[src/rtl/vga_axil_regfile.sv]
// AXI4-Lite register file: NUM_REGS x DATA_W registers with byte strobes,
// independent write/read state machines and a flat view of every register.
module vga_axil_regfile #(
  parameter int                ADDR_W    = 8,
  parameter int                DATA_W    = 32,
  parameter int                NUM_REGS  = 8,
  parameter logic [DATA_W-1:0] RESET_VAL = '0
) (
  input  logic                       clk,
  input  logic                       arst_n,
  input  logic [ADDR_W-1:0]          awaddr,
  input  logic                       awvalid,
  output logic                       awready,
  input  logic [DATA_W-1:0]          wdata,
  input  logic [DATA_W/8-1:0]        wstrb,
  input  logic                       wvalid,
  output logic                       wready,
  output logic [1:0]                 bresp,
  output logic                       bvalid,
  input  logic                       bready,
  input  logic [ADDR_W-1:0]          araddr,
  input  logic                       arvalid,
  output logic                       arready,
  output logic [DATA_W-1:0]          rdata,
  output logic [1:0]                 rresp,
  output logic                       rvalid,
  input  logic                       rready,
  output logic [NUM_REGS*DATA_W-1:0] regs
);
  localparam int         BYTES  = DATA_W / 8;
  localparam int         OFF_W  = $clog2(BYTES);
  localparam logic [1:0] OKAY   = 2'b00;
  localparam logic [1:0] SLVERR = 2'b10;

  typedef enum logic {W_IDLE, W_RESP} w_state_t;
  typedef enum logic {R_IDLE, R_RESP} r_state_t;

  w_state_t w_state, w_next;
  r_state_t r_state, r_next;

  logic              live;
  logic              aw_held, w_held;
  logic [ADDR_W-1:0] aw_addr_q;
  logic [DATA_W-1:0] wdata_q;
  logic [BYTES-1:0]  wstrb_q;
  logic [DATA_W-1:0] mem [NUM_REGS];

  logic              aw_hs, w_hs, ar_hs, commit, wr_ok, rd_ok;
  logic [ADDR_W-1:0] wr_idx, rd_idx;
  logic [DATA_W-1:0] wr_data, rd_val;
  logic [BYTES-1:0]  wr_strb;

  function automatic logic [ADDR_W-1:0] to_idx(input logic [ADDR_W-1:0] a);
    return a >> OFF_W;
  endfunction

  // live holds every ready low until the first clock edge after reset release
  assign awready = live && (w_state == W_IDLE) && !aw_held;
  assign wready  = live && (w_state == W_IDLE) && !w_held;
  assign arready = live && (r_state == R_IDLE);
  assign bvalid  = (w_state == W_RESP);
  assign rvalid  = (r_state == R_RESP);

  assign aw_hs   = awvalid && awready;
  assign w_hs    = wvalid && wready;
  assign ar_hs   = arvalid && arready;

  // A latched half and an in-flight half combine into one commit on the same edge
  assign wr_idx  = to_idx(aw_held ? aw_addr_q : awaddr);
  assign wr_data = w_held ? wdata_q : wdata;
  assign wr_strb = w_held ? wstrb_q : wstrb;
  assign commit  = (w_state == W_IDLE) && (aw_held || aw_hs) && (w_held || w_hs);
  assign wr_ok   = int'(wr_idx) < NUM_REGS;

  assign rd_idx  = to_idx(araddr);
  assign rd_ok   = int'(rd_idx) < NUM_REGS;

  always_comb begin
    rd_val = '0;
    for (int i = 0; i < NUM_REGS; i++)
      if (int'(rd_idx) == i) rd_val = mem[i];
  end

  always_comb begin
    w_next = w_state;
    r_next = r_state;
    case (w_state)
      W_IDLE:  if (commit) w_next = W_RESP;
      W_RESP:  if (bready) w_next = W_IDLE;
      default: w_next = W_IDLE;
    endcase
    case (r_state)
      R_IDLE:  if (ar_hs)  r_next = R_RESP;
      R_RESP:  if (rready) r_next = R_IDLE;
      default: r_next = R_IDLE;
    endcase
  end

  always_ff @(posedge clk or negedge arst_n) begin
    if (!arst_n) begin
      w_state <= W_IDLE;
      r_state <= R_IDLE;
    end else begin
      w_state <= w_next;
      r_state <= r_next;
    end
  end

  always_ff @(posedge clk or negedge arst_n) begin
    if (!arst_n) begin
      live    <= 1'b0;
      aw_held <= 1'b0;
      w_held  <= 1'b0;
      bresp   <= OKAY;
      rresp   <= OKAY;
      rdata   <= '0;
    end else begin
      live <= 1'b1;
      if (commit) begin
        aw_held <= 1'b0;
        w_held  <= 1'b0;
        bresp   <= wr_ok ? OKAY : SLVERR;
      end else begin
        if (aw_hs) aw_held <= 1'b1;
        if (w_hs)  w_held  <= 1'b1;
      end
      if (ar_hs) begin
        rdata <= rd_ok ? rd_val : '0;
        rresp <= rd_ok ? OKAY : SLVERR;
      end
    end
  end

  always_ff @(posedge clk) begin
    if (aw_hs) aw_addr_q <= awaddr;
    if (w_hs) begin
      wdata_q <= wdata;
      wstrb_q <= wstrb;
    end
  end

  always_ff @(posedge clk or negedge arst_n) begin
    if (!arst_n) begin
      for (int i = 0; i < NUM_REGS; i++) mem[i] <= RESET_VAL;
    end else if (commit && wr_ok) begin
      for (int i = 0; i < NUM_REGS; i++)
        if (int'(wr_idx) == i)
          for (int b = 0; b < BYTES; b++)
            if (wr_strb[b]) mem[i][b*8 +: 8] <= wr_data[b*8 +: 8];
    end
  end

  for (genvar g = 0; g < NUM_REGS; g++) begin : g_regs
    assign regs[g*DATA_W +: DATA_W] = mem[g];
  end

endmodule
[config.mk]
export PLATFORM = sky130hd
export DESIGN_NAME = vga_axil_regfile
export DESIGN_NICKNAME = d
export VERILOG_FILES = /design/src/rtl/vga_axil_regfile.sv
export SDC_FILE = /design/constraint.sdc
export NUM_CORES = 1
export LEC_CHECK = 0
export ABC_CLOCK_PERIOD_IN_PS = 6050
export CAP_MARGIN = 5
export CORE_MARGIN = 2
export CORE_UTILIZATION = 25
export CTS_CLUSTER_DIAMETER = 200
export DETAILED_ROUTE_END_ITERATION = 6
export HOLD_SLACK_MARGIN = 0.03
export PLACE_DENSITY = 0.43
export SLEW_MARGIN = 20
export SYNTH_ARGS = -nofsm -noshare
export SYNTH_HDL_FRONTEND = slang
export SYNTH_SLANG_ARGS = --single-unit
[constraint.sdc]
create_clock -name clk -period 6.05 [get_ports clk]
set_input_delay 1.5125 -clock clk [delete_from_list [all_inputs] [get_ports clk]]
set_output_delay 1.5125 -clock clk [all_outputs]
set_load 0.005 [all_outputs]
# After elaboration in Yosys (flattened, before gate mapping)
# Index checks and enable logic that the tools add are counted.
[word_totals]
ff_bits = 341
input_bits = 59
wordCells = 135
[op_classes]
magnitude_cmp = 2
eq_ne = 14
n_mux = 24
bitwise = 2
reduce_logical = 50
[op_table]
columns = ["op", "count"]
rows = [
  ["$mux 32", 10],
  ["$reduce_and 3->1", 32],
  ["$eq 6x4->1 const B", 8],
  ["$eq 6x3->1 const B", 4],
  ["$logic_not 8->1", 2],
  ["$eq 6x2->1 const B", 2],
  ["$lt 6x4->1 const B", 2],
  ["$logic_and 1x1->1", 10],
  ["$mux 1", 8],
  ["$mux 8", 1],
  ["$mux 2", 2],
  ["$mux 4", 1],
  ["$pmux 1 s2", 2],
  ["$reduce_bool 2->1", 2],
  ["$logic_not 1->1", 2],
  ["$logic_or 1x1->1", 2],
  ["$not 1->1", 2],
]

# Longest topological paths before layout
# Gate-level depths: netlist of the first run.
[logic_depth]
depth_word = 10
ltp_mapped = 9
ltp_nobuf = 5

# Worst setup path after synthesis of the first run
# Ideal clock, no wire load.
[synth_timing]
path_kind = "in2reg"
start = "in araddr[2]"
end = "reg rdata[0]"
setup_ns = 0.142
arrival_time_ns = 3.235
slack_ns = 2.673
stages = 9
n_path_buf = 4
cell_sequence = "buf_2 -> or4_1 -> buf_2 -> or2_2 -> clkbuf_1 -> clkbuf_1 -> o22ai_1 -> o21a_1 -> o221ai_1"
[synth_via]
elab_chain_len = 10
[synth_rtl]
columns = ["item", "line", "text"]
rows = [
  ["start, declared", "21", "input logic [ADDR_W-1:0] araddr,"],
  ["$logic_not 8->1", "81", "if (int'(rd_idx) == i) rd_val = mem[i];"],
  ["$mux 32 (8 in series)", "81", ""],
  ["$mux 32 *", "128", "rdata <= rd_ok ? rd_val : '0;"],
  ["end signal, assigned", "128", ""],
  ["end, declared", "24", "output logic [DATA_W-1:0] rdata,"],
]
# Every way passes the cells marked *; elsewhere a longest branch is shown, timed or not.
# A chain may end at the register's enable or synchronous reset.

# Worst setup path after layout of the first run
[layout_timing]
start = "in awvalid"
end = "reg mem, in the netlist regs[170]"
[layout_via]
elab_chain_len = 6
[layout_rtl]
columns = ["item", "line", "text"]
rows = [
  ["start, declared", "12", "input logic awvalid,"],
  ["$logic_and 1x1->1", "64", "assign aw_hs = awvalid && awready;"],
  ["$logic_or 1x1->1", "72", "assign commit = (w_state == W_IDLE) && (aw_held || aw_hs) && (w_held || w_hs);"],
  ["$logic_and 1x1->1 (2 in series)", "72", ""],
  ["$logic_and 1x1->1", "145", "end else if (commit && wr_ok) begin"],
  ["$reduce_and 3->1 (no line)", "--", ""],
  ["end signal, assigned by index", "149", "if (wr_strb[b]) mem[i][b*8 +: 8] <= wr_data[b*8 +: 8];"],
  ["end, declared", "46", "logic [DATA_W-1:0] mem [NUM_REGS];"],
]
# No other way between the ends.

==> results of run 1 <==
==> final timing paths <==
| path | depth (start not counted) | end |
|---|---|---|
| max in group asynchronous | 2 | rdata[10] |
| min in group asynchronous | 2 | regs[30] |
| setup reg to reg | 5 | regs[170] |
| setup / recovery | 6 | regs[170] |
| hold / removal | 2 | rdata[10] |
| hold reg to reg | 2 | rdata[10] |
==> cells in the mapped netlist, types with 20 or more instances <==
library cell | number | area (sq um)
a221oi_1 | 25 | 219.0
clkbuf_1 | 41 | 153.9
a22oi_1 | 39 | 292.8
nand2_1 | 55 | 206.5
o21a_1 | 26 | 195.2
nor2_1 | 73 | 274.0
edfxtp_1 | 42 | 1261
o221ai_1 | 50 | 437.9
mux2_2 | 288 | 3243
a21oi_1 | 20 | 100.1
nor2b_1 | 30 | 187.7
dfrtp_1 | 295 | 7382
o22ai_1 | 25 | 156.4
a2bb2oi_1 | 25 | 219.0
==> power groups by stage <==
stage          clock (W)  sequential (W)  combinational, W
6_report         0.00258         0.00294           0.00142
5_1_grt          0.00274         0.00299           0.00152
4_1_cts          0.00265         0.00294           0.00145
3_5_place_dp           0         0.00298           0.00144
3_3_place_gp           0         0.00297           0.00142
2_1_floorplan          0         0.00287          0.000550
==> registers in the layout, summed over array words and instances (netlist names) <==
name       count
aw_addr_q      6
aw_held        1
bresp          1
bvalid         1
live           1
rdata         32
regs         256
rresp          1
rvalid         1
w_held         1
wdata_q       32
wstrb_q        4
==> cell families (layout without fill, tap and decap cells) <==
group | count (synthesis) | count (layout) | synth area share, %
simple gates | 196 | 196 | 6.530
flops | 337 | 337 | 57.03
mux | 302 | 302 | 22.34
buf+inv | 69 | 458 | 1.891
compound gates | 238 | 238 | 12.16
other cells | 2 | 4 | 0.04955
==> cell type report <==
| class | count | area (sq um) | area share (%) |
|---|---|---|---|
| well taps | 782 | 978.4 | 4.643 |
| clock buffers | 66 | 1295 | 6.146 |
| clock inverters | 12 | 117.6 | 0.5582 |
| flip-flops and latches | 337 | 8645 | 41.02 |
| inverters | 5 | 18.77 | 0.08907 |
| repair buffers | 375 | 3709 | 17.60 |
| multi-input cells | 739 | 6306 | 29.93 |
| diodes | 1 | 2.502 | 0.01188 |
==> routing by layer <==
metal	vias to the layer above	track usage (%)	wire, um
met4	6	5.389	1232
li1	5069	-	-
met2	444	32.99	30310
met5	-	0	41
met3	76	5.508	4644
met1	6040	27.13	28580
==> metrics by stage <==
stage,utilization [%],power (W)
after CTS,35.03,0.007042
after detailed placement,32.68,0.004418
final,35.04,0.006932
after floorplan,-,0.003424
after global placement,32.68,0.004398
after global routing,35.04,0.007253
==> tightest hold or removal path: cells and delay by family (launching register included) <==
| family | cells | cell delay (ps) |
|---|---|---|
| AOI/OAI and AO/OA | 1 | 60 |
| DFF | 1 | 350 |
| and+or+nand+nor | 1 | 50 |
==> results by group, run 1 <==
CTS
  – Num CTS Buffers: 43
  – Worst-path clk slew: around 50 ps
  – Clk_lat worst skew: 560 ps
  – Post-cts hold buffer count: 0
  – Post-CTS Resized: 0
  – Clock H-tree levels: 2
  – CTS Root Cell: clkbuf_16
  – Post-CTS Setup Bufs: 0
  – CTS Sinks: 337
  – Clock Path Buffers: 3
  – CTS tree: yes

Floorplan
  – Die footprint: 62,610 sq um
  – Top-Level Pins: 356
  – Row cnt: 90
  – DIE HEIGHT: about 250 um
  – Initial Util: ~25%
  – Core Region: 60,130 sq um
  – Die width: 250.2 um

Setup path
  – Critical Path AT: 4650 ps
  – WP buf/inv: 1
  – Worst setup startpoint: awvalid
  – Flop2flop setup slack: 2670 ps
  – R2R Path Start: aw_held
  – CP startpoint kind: input pin
  – CP delay by family, top: simple AND/OR/NAND/NOR gates
  – Largest fanout on the critical path: 8
  – Kind of critical path: in2reg
  – Cell at the slowest stage of the critical path: nor2_1
  – Critical path endpoint category: register
  – Slowest stage delay, CP: about 810 ps
  – Crit path cell chain: clkdlybuf4s50_1 > a21oi_1 > or3_1 > nor2_1 > nand2_1 > mux2_2
  – Req. time, crit path: roughly 6500 ps

STA
  – Final setup fails: 0
  – Slew @ Worst Pin: about 1100 ps
  – Worst setup margin: 1838 ps
  – Final Hold Fails: 0
  – Final slew viol count: 0
  – Final Cycle Share: a little over two thirds
  – Fmax: 237.4 MHz
  – RSZ-0062 raised after global routing: false
  – Slew Limit Headroom: 25.93%
  – Clk_skew: ~17 ps
  – Worst hold slack: 504.6 ps
  – Crit path time final: roughly 4200 ps
  – Setup TNS: 0 ps

Yosys
  – Seq/Total Area, Yosys: 57.03%
  – Mapped Cells: 1,144
  – Flops & latches, synth: approximately 340
  – Mean Syn Cell Area: 13.25 sq um
  – Asr flop ratio synth: 87.54%
  – Most used DFF post-synth: dfrtp_1
  – Number of synthesized flops with an enable pin: 42
  – Ys Warns: 0
  – Syn Std Cell Area: roughly 15,000 sq um
  – Library cells used by synthesis: 44

Global routing
  – Gr ovfl total: 0
  – Largest net degree at the start of global routing: 150
  – Vias in the first global route: 12,250
  – Initial antenna violation count: 5
  – GRT Util Overall: 20.46%
  – Global-route wire length before repair: roughly 92,000 um

Placement
  – PortBufs: 349
  – Post-DP HPWL: between 40,000 and 50,000 um
  – Placed cell areas: 19,650 sq um
  – RD Place Congestion: 0.7648
  – Placed cell count: 2,238
  – Pre-CTS setup slack: about 1300 ps

Routing
  – Detailed Route Iter0 Violations: 777
  – Vias post-DR: approximately 12,000
  – Vias per inst: about 5
  – Final WL: between 60,000 and 70,000 um
  – DR pass1 iterations: 5
  – Antenna-violating nets left: 0
  – DRC: 0
  – Per-cell routed wire length: 27.97 um

Job
  – Max cap viols: 0

Power and ir drop
  – Pwr/cell area: 329.0 nW/um^2
  – Sequential power share: 42.4%
  – Design internal power: between 0.004 and 0.005 W
  – Leak pwr: a little under 9 nW
  – Power share of the clock group: 37.2%
  – P_sw: 0.001955 W
  – Sw frac: roughly 28%
  – VDD IR max: 0.1659 mV
  – Combinational share of power: 20.4%

Min path
  – Hold Crit Class: reg2reg
  – HP Start: rdata[10]

Layout
  – Final Cell Area: 21,070 sq um
  – Number of fill cells: about 6,000
  – Layout Nets: 1,560
  – Most common cell after layout, fill and taps aside: clkdlybuf4s50_1
  – Leading cell types in the layout, fill and taps excluded: clkdlybuf4s50_1, dfrtp_1, mux2_2
  – Cell Count, Final, Fillers Out: ~2,300
  – Syn-to-layout area delta: 39.03%
  – Share of layout cells above drive strength 1: 26.40%

Run status
  – Status: complete, no violations
Power figures use the tool's default switching activity.
==> inputs of run 2 (changes only) <==
--- a/config.mk
+++ b/config.mk
@@ -5,7 +5,7 @@
 export SDC_FILE = /design/constraint.sdc
 export NUM_CORES = 1
 export LEC_CHECK = 0
-export ABC_CLOCK_PERIOD_IN_PS = 6050
+export ABC_CLOCK_PERIOD_IN_PS = 3900
 export CAP_MARGIN = 5
 export CORE_MARGIN = 2
 export CORE_UTILIZATION = 25
==> constraint.sdc (replaced) <==
create_clock -name clk -period 3.9 [get_ports clk]
set_input_delay 0.975 -clock clk [delete_from_list [all_inputs] [get_ports clk]]
set_output_delay 0.975 -clock clk [all_outputs]
set_load 0.005 [all_outputs]
==> run 2 against run 1 <==
  * Register-to-register slack got worse by 1600 ps
  * Critical path depth unchanged
  * Sequential cell count unchanged
  * Non-clock buffer count increased by 38
  * Total power increased by 53%
  * Sequential share of layout area decreased by 0.55 points
  * First-iteration DRC count decreased by 27%
  * Hold slack got worse by 53 ps
  * Clock power increased by 49%
  * Cell area increased by 1.4%
==> results by group, run 2 (synthesis results as in run 1) <==
Routing
  – Detailed Route Iter0 Violations: 566 (-27%)
  – Final WL: 65,150 um (+0.54%)
  – DR pass1 iterations: 5 (unchanged)
  – DRC: 0 (unchanged)
  – Antenna-violating nets left: 0 (unchanged)
  – Per-cell routed wire length: 27.69 um (-1.0%)
  – Vias post-DR: 11,770 (+1.1%)
  – Vias per inst: 5.001 (-0.41%)

CTS
  – Clk_lat worst skew: 560 ps (about the same)
  – CTS Root Cell: clkbuf_16
  – Num CTS Buffers: 42 (-2.3%)
  – Post-CTS Resized: 0 (unchanged)
  – Worst-path clk slew: 60 ps (about the same)
  – CTS tree: yes
  – CTS Sinks: 337 (unchanged)
  – Clock Path Buffers: 3 (unchanged)
  – Post-CTS Setup Bufs: 0 (unchanged)
  – Post-cts hold buffer count: 0 (unchanged)
  – Clock H-tree levels: 2 (unchanged)

Layout
  – Most common cell after layout, fill and taps aside: clkdlybuf4s50_1
  – Sequential cell area: 8645 sq um (unchanged)
  – Fin util: 35.52% (+0.48 points)
  – Layout Nets: 1,597 (+2.4%)
  – Leading cell types in the layout, fill and taps excluded: clkdlybuf4s50_1, dfrtp_1, mux2_2
  – Final Cell Area: 21,360 sq um (+1.4%)
  – Share of layout cells above drive strength 1: 27.69% (+1.3 points)
  – Syn-to-layout area delta: 40.93%
  – Number of fill cells: 6,082 (+0.88%)
  – Largest register FFs: 256 (unchanged)
  – Multi-input logic area: 6309 sq um (about the same)
  – Diode count: 0 (-1)

Setup path
  – Critical path endpoint category: register
  – Largest fanout on the critical path: 16 (+8)
  – Req. time, crit path: 4310 ps (-2180 ps)
  – Critical Path AT: 3610 ps (-1040 ps)
  – CP startpoint kind: input pin
  – Kind of critical path: in2reg

Run status
  – Status: complete, no violations

STA
  – Final Hold Fails: 0 (unchanged)
  – Crit path time final: around 3200 ps
  – Final Cycle Share: 82.17%
  – Worst hold slack: 451.5 ps (-53.10 ps)
  – Slew @ Worst Pin: 1039 ps (-64.98 ps)
  – Setup TNS: 0 ps (unchanged)
  – Fmax: 312.1 MHz
  – Slew Limit Headroom: 28.78% (+2.8 points)
  – Clk_skew: 9.117 ps (-7.496 ps)
  – Final slew viol count: 0 (unchanged)
  – Final setup fails: 0 (unchanged)
  – RSZ-0062 raised after global routing: false

Placement
  – Placed cell areas: 20,020 sq um (+1.9%)
  – RD Place Congestion: 0.7846 (+2.6%)
  – PortBufs: 349 (unchanged)
  – Post-DP HPWL: 44,770 um (+4.2%)

Floorplan
  – Die width: 250.2 um (unchanged)
  – DIE HEIGHT: 250.2 um (unchanged)
  – Row cnt: 90 (unchanged)
  – Top-Level Pins: 356 (unchanged)
  – Core Region: 60,130 sq um (unchanged)
  – Initial Util: 25.20% (unchanged)
  – Die footprint: 62,610 sq um (unchanged)

Global routing
  – Vias in the first global route: 12,810 (+4.6%)
  – Global-route wire length before repair: 94,070 um (+2.1%)
  – Largest net degree at the start of global routing: 91 (-39%)
  – GRT Util Overall: 20.70% (+0.24 points)
  – Gr ovfl total: 0 (unchanged)
  – Initial antenna violation count: 4 (-1)

Power and ir drop
  – Pwr/cell area: 498.0 nW/um^2 (+51%)
  – VDD IR max: 0.2578 mV (+55%)
  – Leak pwr: 9.005 nW (+1.7%)

Job
  – Max cap viols: 0 (unchanged)

Min path
  – Hold Crit Class: in2async
-- run 2: path summary, 6_finish.rpt --
path | startpoint | endpoint | slack [ps] | depth (start not counted)
setup / recovery | araddr[7] | rdata[29] | 700 | 6
hold / removal | arst_n | regs[121] | 450 | 1
setup reg to reg | aw_held | regs[174] | 1040 | 4
hold reg to reg | rdata[29] | rdata[29] | 510 | 2
max in group asynchronous | arst_n | regs[216] | 2620 | 2
min in group clk | rdata[29] | rdata[29] | 510 | 2
-- run 2: through the flow --
| stage | setup WS [ps] | total power [W] | std cells |
|---|---|---|---|
| 2_1_floorplan | 1060 | 0.005312 | 1145 |
| 3_3_place_gp | 169.0 | 0.006868 | 2276 |
| 3_5_place_dp | 142.7 | 0.006900 | 2276 |
| 4_1_cts | 751.7 | 0.01081 | 2353 |
| 5_1_grt | 616.5 | 0.01116 | 2353 |
| 6_report | 695.5 | 0.01064 | 2353 |
-- run 2: worst max-delay path, stage by stage --
cell,delay (ps)
clkdlybuf4s50_1,490
or4b_1,810
or2_2,670
buf_4,320
o221ai_1,200
o221ai_1,140
-- run 2: where the power goes --
group / leakage (nW) / internal, W / switching (W)
clock: 0.658 / 0.00229 / 0.00154
combinational: 3.88 / 0.00128 / 0.000956
sequential: 4.47 / 0.00406 / 0.000506
total: 9.00 / 0.00763 / 0.00301
-- run 2: final cells by class --
| cell class | count | share of cell area (%) |
|---|---|---|
| clock buffer | 69 | 5.975 |
| clock inverter | 8 | 0.2988 |
| inverter | 5 | 0.08787 |
| multi-input combinational | 739 | 29.54 |
| sequential | 337 | 40.47 |
| tap | 782 | 4.581 |
| timing repair buffer | 413 | 19.05 |
-- run 2: metal layers --
layer  share of wire [%]  GRT usage (%)  vias to the layer above
met3                 7.4          6.547                       98
met2                  47          34.21                      397
met1                  43          26.20                     6103
met4                 2.3          5.287                        8
li1                    -              -                     5161
met5               0.077              0                        -
